### src/rtl/aes_sbox_pkg.sv
// Shared constants, mode encoding and GF(2^8) / affine helpers for the AES S-box bank.
package aes_sbox_pkg;

  localparam int unsigned SBOX_W = 8;
  localparam logic [SBOX_W-1:0] AFF_C = 8'h63;

  localparam logic SBOX_FWD = 1'b0;
  localparam logic SBOX_INV = 1'b1;

  typedef logic [SBOX_W-1:0] sbox_byte_t;

  // Forward affine: M*b ^ 0x63, M expressed as the sum of four left rotations plus identity.
  function automatic sbox_byte_t aff_fwd(input sbox_byte_t b);
    return b ^ {b[6:0], b[7]} ^ {b[5:0], b[7:6]} ^ {b[4:0], b[7:5]} ^ {b[3:0], b[7:4]} ^ AFF_C;
  endfunction

  // Inverse affine: M^-1*(b ^ 0x63), M^-1 being rotations by 1, 3 and 6.
  function automatic sbox_byte_t aff_inv(input sbox_byte_t b);
    sbox_byte_t x;
    x = b ^ AFF_C;
    return {x[6:0], x[7]} ^ {x[4:0], x[7:5]} ^ {x[1:0], x[7:2]};
  endfunction

  // GF(2^8) multiply modulo x^8 + x^4 + x^3 + x + 1.
  function automatic sbox_byte_t gf_mul(input sbox_byte_t a, input sbox_byte_t b);
    sbox_byte_t p;
    sbox_byte_t aa;
    p  = '0;
    aa = a;
    for (int i = 0; i < 8; i++) begin
      if (b[3'(i)]) p = p ^ aa;
      aa = aa[7] ? ({aa[6:0], 1'b0} ^ 8'h1B) : {aa[6:0], 1'b0};
    end
    return p;
  endfunction

  // Multiplicative inverse as x^254 = x^2 * x^4 * ... * x^128; maps 0 to 0 naturally.
  function automatic sbox_byte_t gf_inv(input sbox_byte_t x);
    sbox_byte_t sq;
    sbox_byte_t acc;
    sq  = gf_mul(x, x);
    acc = sq;
    for (int i = 0; i < 6; i++) begin
      sq  = gf_mul(sq, sq);
      acc = gf_mul(acc, sq);
    end
    return acc;
  endfunction

endpackage

### src/rtl/aes_sbox_lane.sv
// Single-byte combinational S-box lane split at the inversion boundary.
module aes_sbox_lane
  import aes_sbox_pkg::*;
(
  input  logic              mode,
  input  logic [SBOX_W-1:0] front_in,
  output logic [SBOX_W-1:0] front_out_c,
  input  logic              back_mode,
  input  logic [SBOX_W-1:0] back_in,
  output logic [SBOX_W-1:0] back_out_c
);

  logic [SBOX_W-1:0] pre;

  // Front half: inverse mode un-does the affine before inversion
  always_comb begin
    pre         = (mode == SBOX_INV) ? aff_inv(front_in) : front_in;
    front_out_c = gf_inv(pre);
  end

  // Back half: forward mode applies the affine after inversion
  always_comb begin
    back_out_c = (back_mode == SBOX_FWD) ? aff_fwd(back_in) : back_in;
  end

endmodule

### src/rtl/aes_sbox_pipe.sv
// Bank of AES forward/inverse S-box lanes in a 1- or 2-stage valid/ready pipeline.
module aes_sbox_pipe
  import aes_sbox_pkg::*;
#(
  parameter int unsigned LANES  = 4,
  parameter int unsigned STAGES = 2
) (
  input  logic                     clk,
  input  logic                     rst_n,
  input  logic                     in_valid,
  output logic                     in_ready,
  input  logic                     in_mode,
  input  logic [SBOX_W*LANES-1:0]  in_data,
  output logic                     out_valid,
  input  logic                     out_ready,
  output logic                     out_mode,
  output logic [SBOX_W*LANES-1:0]  out_data
);

  localparam int unsigned DW = SBOX_W * LANES;

  if (STAGES != 1 && STAGES != 2) begin : g_bad_stages
    $error("aes_sbox_pipe: STAGES must be 1 or 2");
  end
  if (LANES < 1 || LANES > 16) begin : g_bad_lanes
    $error("aes_sbox_pipe: LANES must be in 1..16");
  end

  logic [DW-1:0] front_c;
  logic [DW-1:0] back_c;
  logic [DW-1:0] back_in;
  logic          back_mode;
  logic          src_valid;
  logic          load_out;

  for (genvar i = 0; i < int'(LANES); i++) begin : g_lane
    aes_sbox_lane u_lane (
      .mode        (in_mode),
      .front_in    (in_data[i*SBOX_W +: SBOX_W]),
      .front_out_c (front_c[i*SBOX_W +: SBOX_W]),
      .back_mode   (back_mode),
      .back_in     (back_in[i*SBOX_W +: SBOX_W]),
      .back_out_c  (back_c[i*SBOX_W +: SBOX_W])
    );
  end

  assign load_out = !out_valid || out_ready;

  if (STAGES == 2) begin : g_two
    logic          s1_valid;
    logic          s1_mode;
    logic [DW-1:0] s1_data;
    logic          load_s1;

    assign load_s1   = !s1_valid || load_out;
    assign in_ready  = load_s1;
    assign src_valid = s1_valid;
    assign back_in   = s1_data;
    assign back_mode = s1_mode;

    // Stage 1: holds the inversion result and its mode
    always_ff @(posedge clk or negedge rst_n) begin
      if (!rst_n) begin
        s1_valid <= 1'b0;
        s1_mode  <= SBOX_FWD;
        s1_data  <= '0;
      end else if (load_s1) begin
        s1_valid <= in_valid;
        if (in_valid) begin
          s1_data <= front_c;
          s1_mode <= in_mode;
        end
      end
    end
  end else begin : g_one
    assign in_ready  = load_out;
    assign src_valid = in_valid;
    assign back_in   = front_c;
    assign back_mode = in_mode;
  end

  // Output stage: captures the finished substitution, holds it while stalled
  always_ff @(posedge clk or negedge rst_n) begin
    if (!rst_n) begin
      out_valid <= 1'b0;
      out_mode  <= SBOX_FWD;
      out_data  <= '0;
    end else if (load_out) begin
      out_valid <= src_valid;
      if (src_valid) begin
        out_data <= back_c;
        out_mode <= back_mode;
      end
    end
  end

endmodule

### config.mk
export PLATFORM = sky130hd
export DESIGN_NAME = aes_sbox_pipe
export DESIGN_NICKNAME = d
export VERILOG_FILES = /design/src/rtl/aes_sbox_pkg.sv /design/src/rtl/aes_sbox_lane.sv /design/src/rtl/aes_sbox_pipe.sv
export SDC_FILE = /design/constraint.sdc
export NUM_CORES = 2
export LEC_CHECK = 0
export BUFFER_PORTS_ARGS = -buffer_cell sky130_fd_sc_hd__buf_2
export CAP_MARGIN = 10
export CORE_MARGIN = 1.5
export CORE_UTILIZATION = 41
export CTS_BUF_LIST = sky130_fd_sc_hd__clkbuf_4 sky130_fd_sc_hd__clkbuf_8
export DETAILED_ROUTE_END_ITERATION = 6
export SLEW_MARGIN = 20
export SYNTH_ARGS = -nofsm -noshare
export SYNTH_HDL_FRONTEND = slang
export SYNTH_SLANG_ARGS = --single-unit
### constraint.sdc
create_clock -name clk -period 1.66 [get_ports clk]
set_input_delay 0.083 -clock clk [delete_from_list [all_inputs] [get_ports clk]]
set_output_delay 0.083 -clock clk [all_outputs]
set_load 0.02 [all_outputs]
==> flow_metrics.env <==
export IMPL_finalWeightedCongestion=0.939
export IMPL_worstSetupEndpointType="register"
export IMPL_start_kind="input pin"
export IMPL_syn_area_per_cell_um2=7.51
export IMPL_cts_tree="yes"
export IMPL_yosys_area_share_simple=0.252
export IMPL_firstDrtPassIters=7
export IMPL_cts_root_buf="clkbuf_8"
export IMPL_synth_compound_area_share=0.248
export IMPL_routed_via_density=5.55
export IMPL_synthMuxAreaShare=0.0470
export IMPL_dpl_hpwl_mm=118
export IMPL_port_buffers=71
export IMPL_synth_common_cells="xnor2_1 (825), nor2_1 (733), nand2_1 (551)"
export IMPL_cap_violations=0
export IMPL_seq_area_frac_synth=0.0392
export IMPL_drtIter0Drc=3573
export IMPL_synth_top_family_by_area="XOR/XNOR gates"
export IMPL_vias=51800
export IMPL_syn_nets=5854
export IMPL_start_util=0.413
export IMPL_cp_max_fo=5
export IMPL_r2r_slack_ns=0.10
export IMPL_die_h_um=328
export IMPL_synth_xor_area_share=0.351
export IMPL_grt_total_usage=0.268
export IMPL_grt_max_degree=52
export IMPL_synthArstFlopShare=1.00
export IMPL_synth_seq_cells=68
export IMPL_synth_edf_count=0
export IMPL_nFillCells=8631
export IMPL_fin_setup_tns_ns=-250.34
export IMPL_antenna_cells=0
export IMPL_cts_path_max_buffers=2
export IMPL_rsz0062_at_grt="yes"
export IMPL_min_path_type="input pin to async pin"
export IMPL_htree_levels=3
export IMPL_timing_slew_headroom=0.459
export IMPL_crit_type="input pin to register"
export IMPL_clock_skew_ns=0.0102
export IMPL_worstMarginPinSlew_ns=0.805
export IMPL_violations="negative setup slack"
export IMPL_die_area_um2=108000
export IMPL_cpPeakStageDelay_ns=0.44
export IMPL_fin_crit_sh=5.88
export IMPL_r2r_cells=6
export IMPL_synthAdderAreaFrac=0.0115
export IMPL_finalHoldViolations=0
export IMPL_drive_gt1_frac=0.471
export IMPL_wire_per_inst_um=16.4
export IMPL_ys_warn_count=0
export IMPL_synthDistinctLibCells=168
export IMPL_netlist_top_cell_by_area="xnor2_1"
export IMPL_first_global_vias=51000
export IMPL_io_pin_count=72
export IMPL_numCtsBuffers=9
export IMPL_cp_slowest_cell="xor3_2"
export IMPL_synth_most_common_cell="xnor2_1"
export IMPL_drt_total_wl_mm=153
export IMPL_row_count=119
export IMPL_clkSinkCount=68
export IMPL_fin_ws_ns=-8.10
export IMPL_timing_fmax_ghz=0.102
export IMPL_crit_top_cell="buf_6"
export IMPL_arrival_ns=10.00
export IMPL_maxSlewViolCount=0
export IMPL_syn_cell_area_um2=43400
export IMPL_synthCells=5777
export IMPL_nNetsFinal=8012
export IMPL_fin_crit_ns=9.76
export IMPL_grt_pass1_wl_mm=249
export IMPL_insertion_delay_ns=0.36
export IMPL_core_um2=105000
export IMPL_dieWidth_um=328
export IMPL_antenna_found_initial=0
export IMPL_clk_pin_slew_worst_paths_ns=0.07
export IMPL_crit_required_ns=1.90
export IMPL_setup_viol=32
export IMPL_drtAntennaViolNets=0
export IMPL_synthToLayoutAreaGrowth_pct=59.1
export IMPL_synth_top_area_share=0.167
export IMPL_outcome="finished with violations"
export IMPL_synth_area_leaders="xnor2_1 (17%), nor2_1 (6.3%), xnor3_1 (6.3%), xor2_1 (5.2%), nand2_1 (4.8%)"
export IMPL_overflow=0
export IMPL_drc=0
export IMPL_ys_flop_type="dfrtp_1"
==> cell type report <==
| type | count | area, um2 | share of cell area |
|---|---|---|---|
| repair buffers | 2475 | 19200 | 0.279 |
| multi-input cells | 5280 | 45600 | 0.661 |
| clock buffers | 12 | 159 | 0.00230 |
| inverters | 101 | 452 | 0.00654 |
| clock inverters | 4 | 95.1 | 0.00138 |
| well taps | 1391 | 1740 | 0.0252 |
| flip-flops and latches | 68 | 1700 | 0.0247 |
==> metal layers <==
layer	track usage	routed length [um]
met5	0	0
met4	0.0589	3180
met3	0.0121	5100
met2	0.493	78000
met1	0.344	67100
==> state kept, by name, summed over array words and instances, names as in the netlist <==
name / flops
back_in: 32
back_mode: 1
g_two.s1_valid: 1
out_data: 32
out_mode: 1
out_valid: 1
==> layout by cell type, fill, tap and decap left out, types with 168 or more instances in the layout <==
cell / n
a21oi_1: 168
buf_4: 2285
nand2_1: 517
nand3_1: 180
nor2_1: 661
nor3_1: 192
o21ai_0: 169
xnor2_1: 684
xnor2_2: 171
xor2_1: 206
==> path summary, 6_finish.rpt <==
kind	from	end
worst max-delay path	in_data[12]	back_in[13]
worst min-delay path	rst_n	out_valid
worst max register to register	back_in[27]	out_data[30]
worst min register to register	out_data[5]	out_data[5]
max in group asynchronous	rst_n	back_in[7]
min in group clk	out_ready	out_valid
==> kinds of logic (layout without fill, tap and decap cells) <==
group,count (synthesis),count (layout)
AO/OA/AOI/OAI,1436,1436
XOR/XNOR,1351,1352
adder cells (fa/ha/maj),40,40
flip-flops,68,68
multiplexers,181,181
buffers and inverters,430,2592
AND/OR/NAND/NOR,2271,2271
==> worst max-delay path, delay by kind of cell <==
family          cells  cell delay [ns]
xor+xnor            5             1.36
compound gates     20             4.28
buf+inv            13             1.30
mux                 4             0.93
fa+ha+maj           4             0.98
simple gates        7             1.05
==> per-stage QoR <==
stage	hold slack (ns)	std cells	cell area (um2)	setup slack [ns]	utilization
5_1_grt	0.0574	9331	69000	-8.52	0.657
6_report	0.0446	9331	69000	-8.10	0.657
4_1_cts	0.0202	9228	66200	-7.86	0.630
3_5_place_dp	-0.113	8997	61800	-8.61	0.588
3_3_place_gp	-0.116	8997	61800	-8.47	0.588
2_1_floorplan	-0.213	5777	45800	-8.82	-
==> repair_timing <==
action                                  in CTS  in global routing
pin swaps                                  328                277
endpoints found under the hold margin       69                  0
gates cloned                                 1                  2
hold buffers                                 2                  0
endpoints found under the setup margin      34                 48
resized for setup                          513                390
setup buffers                              213                109
Power is left out: the tool's default activity adds up to more than one toggle a clock period on the data nets, which glitch-free logic cannot reach.
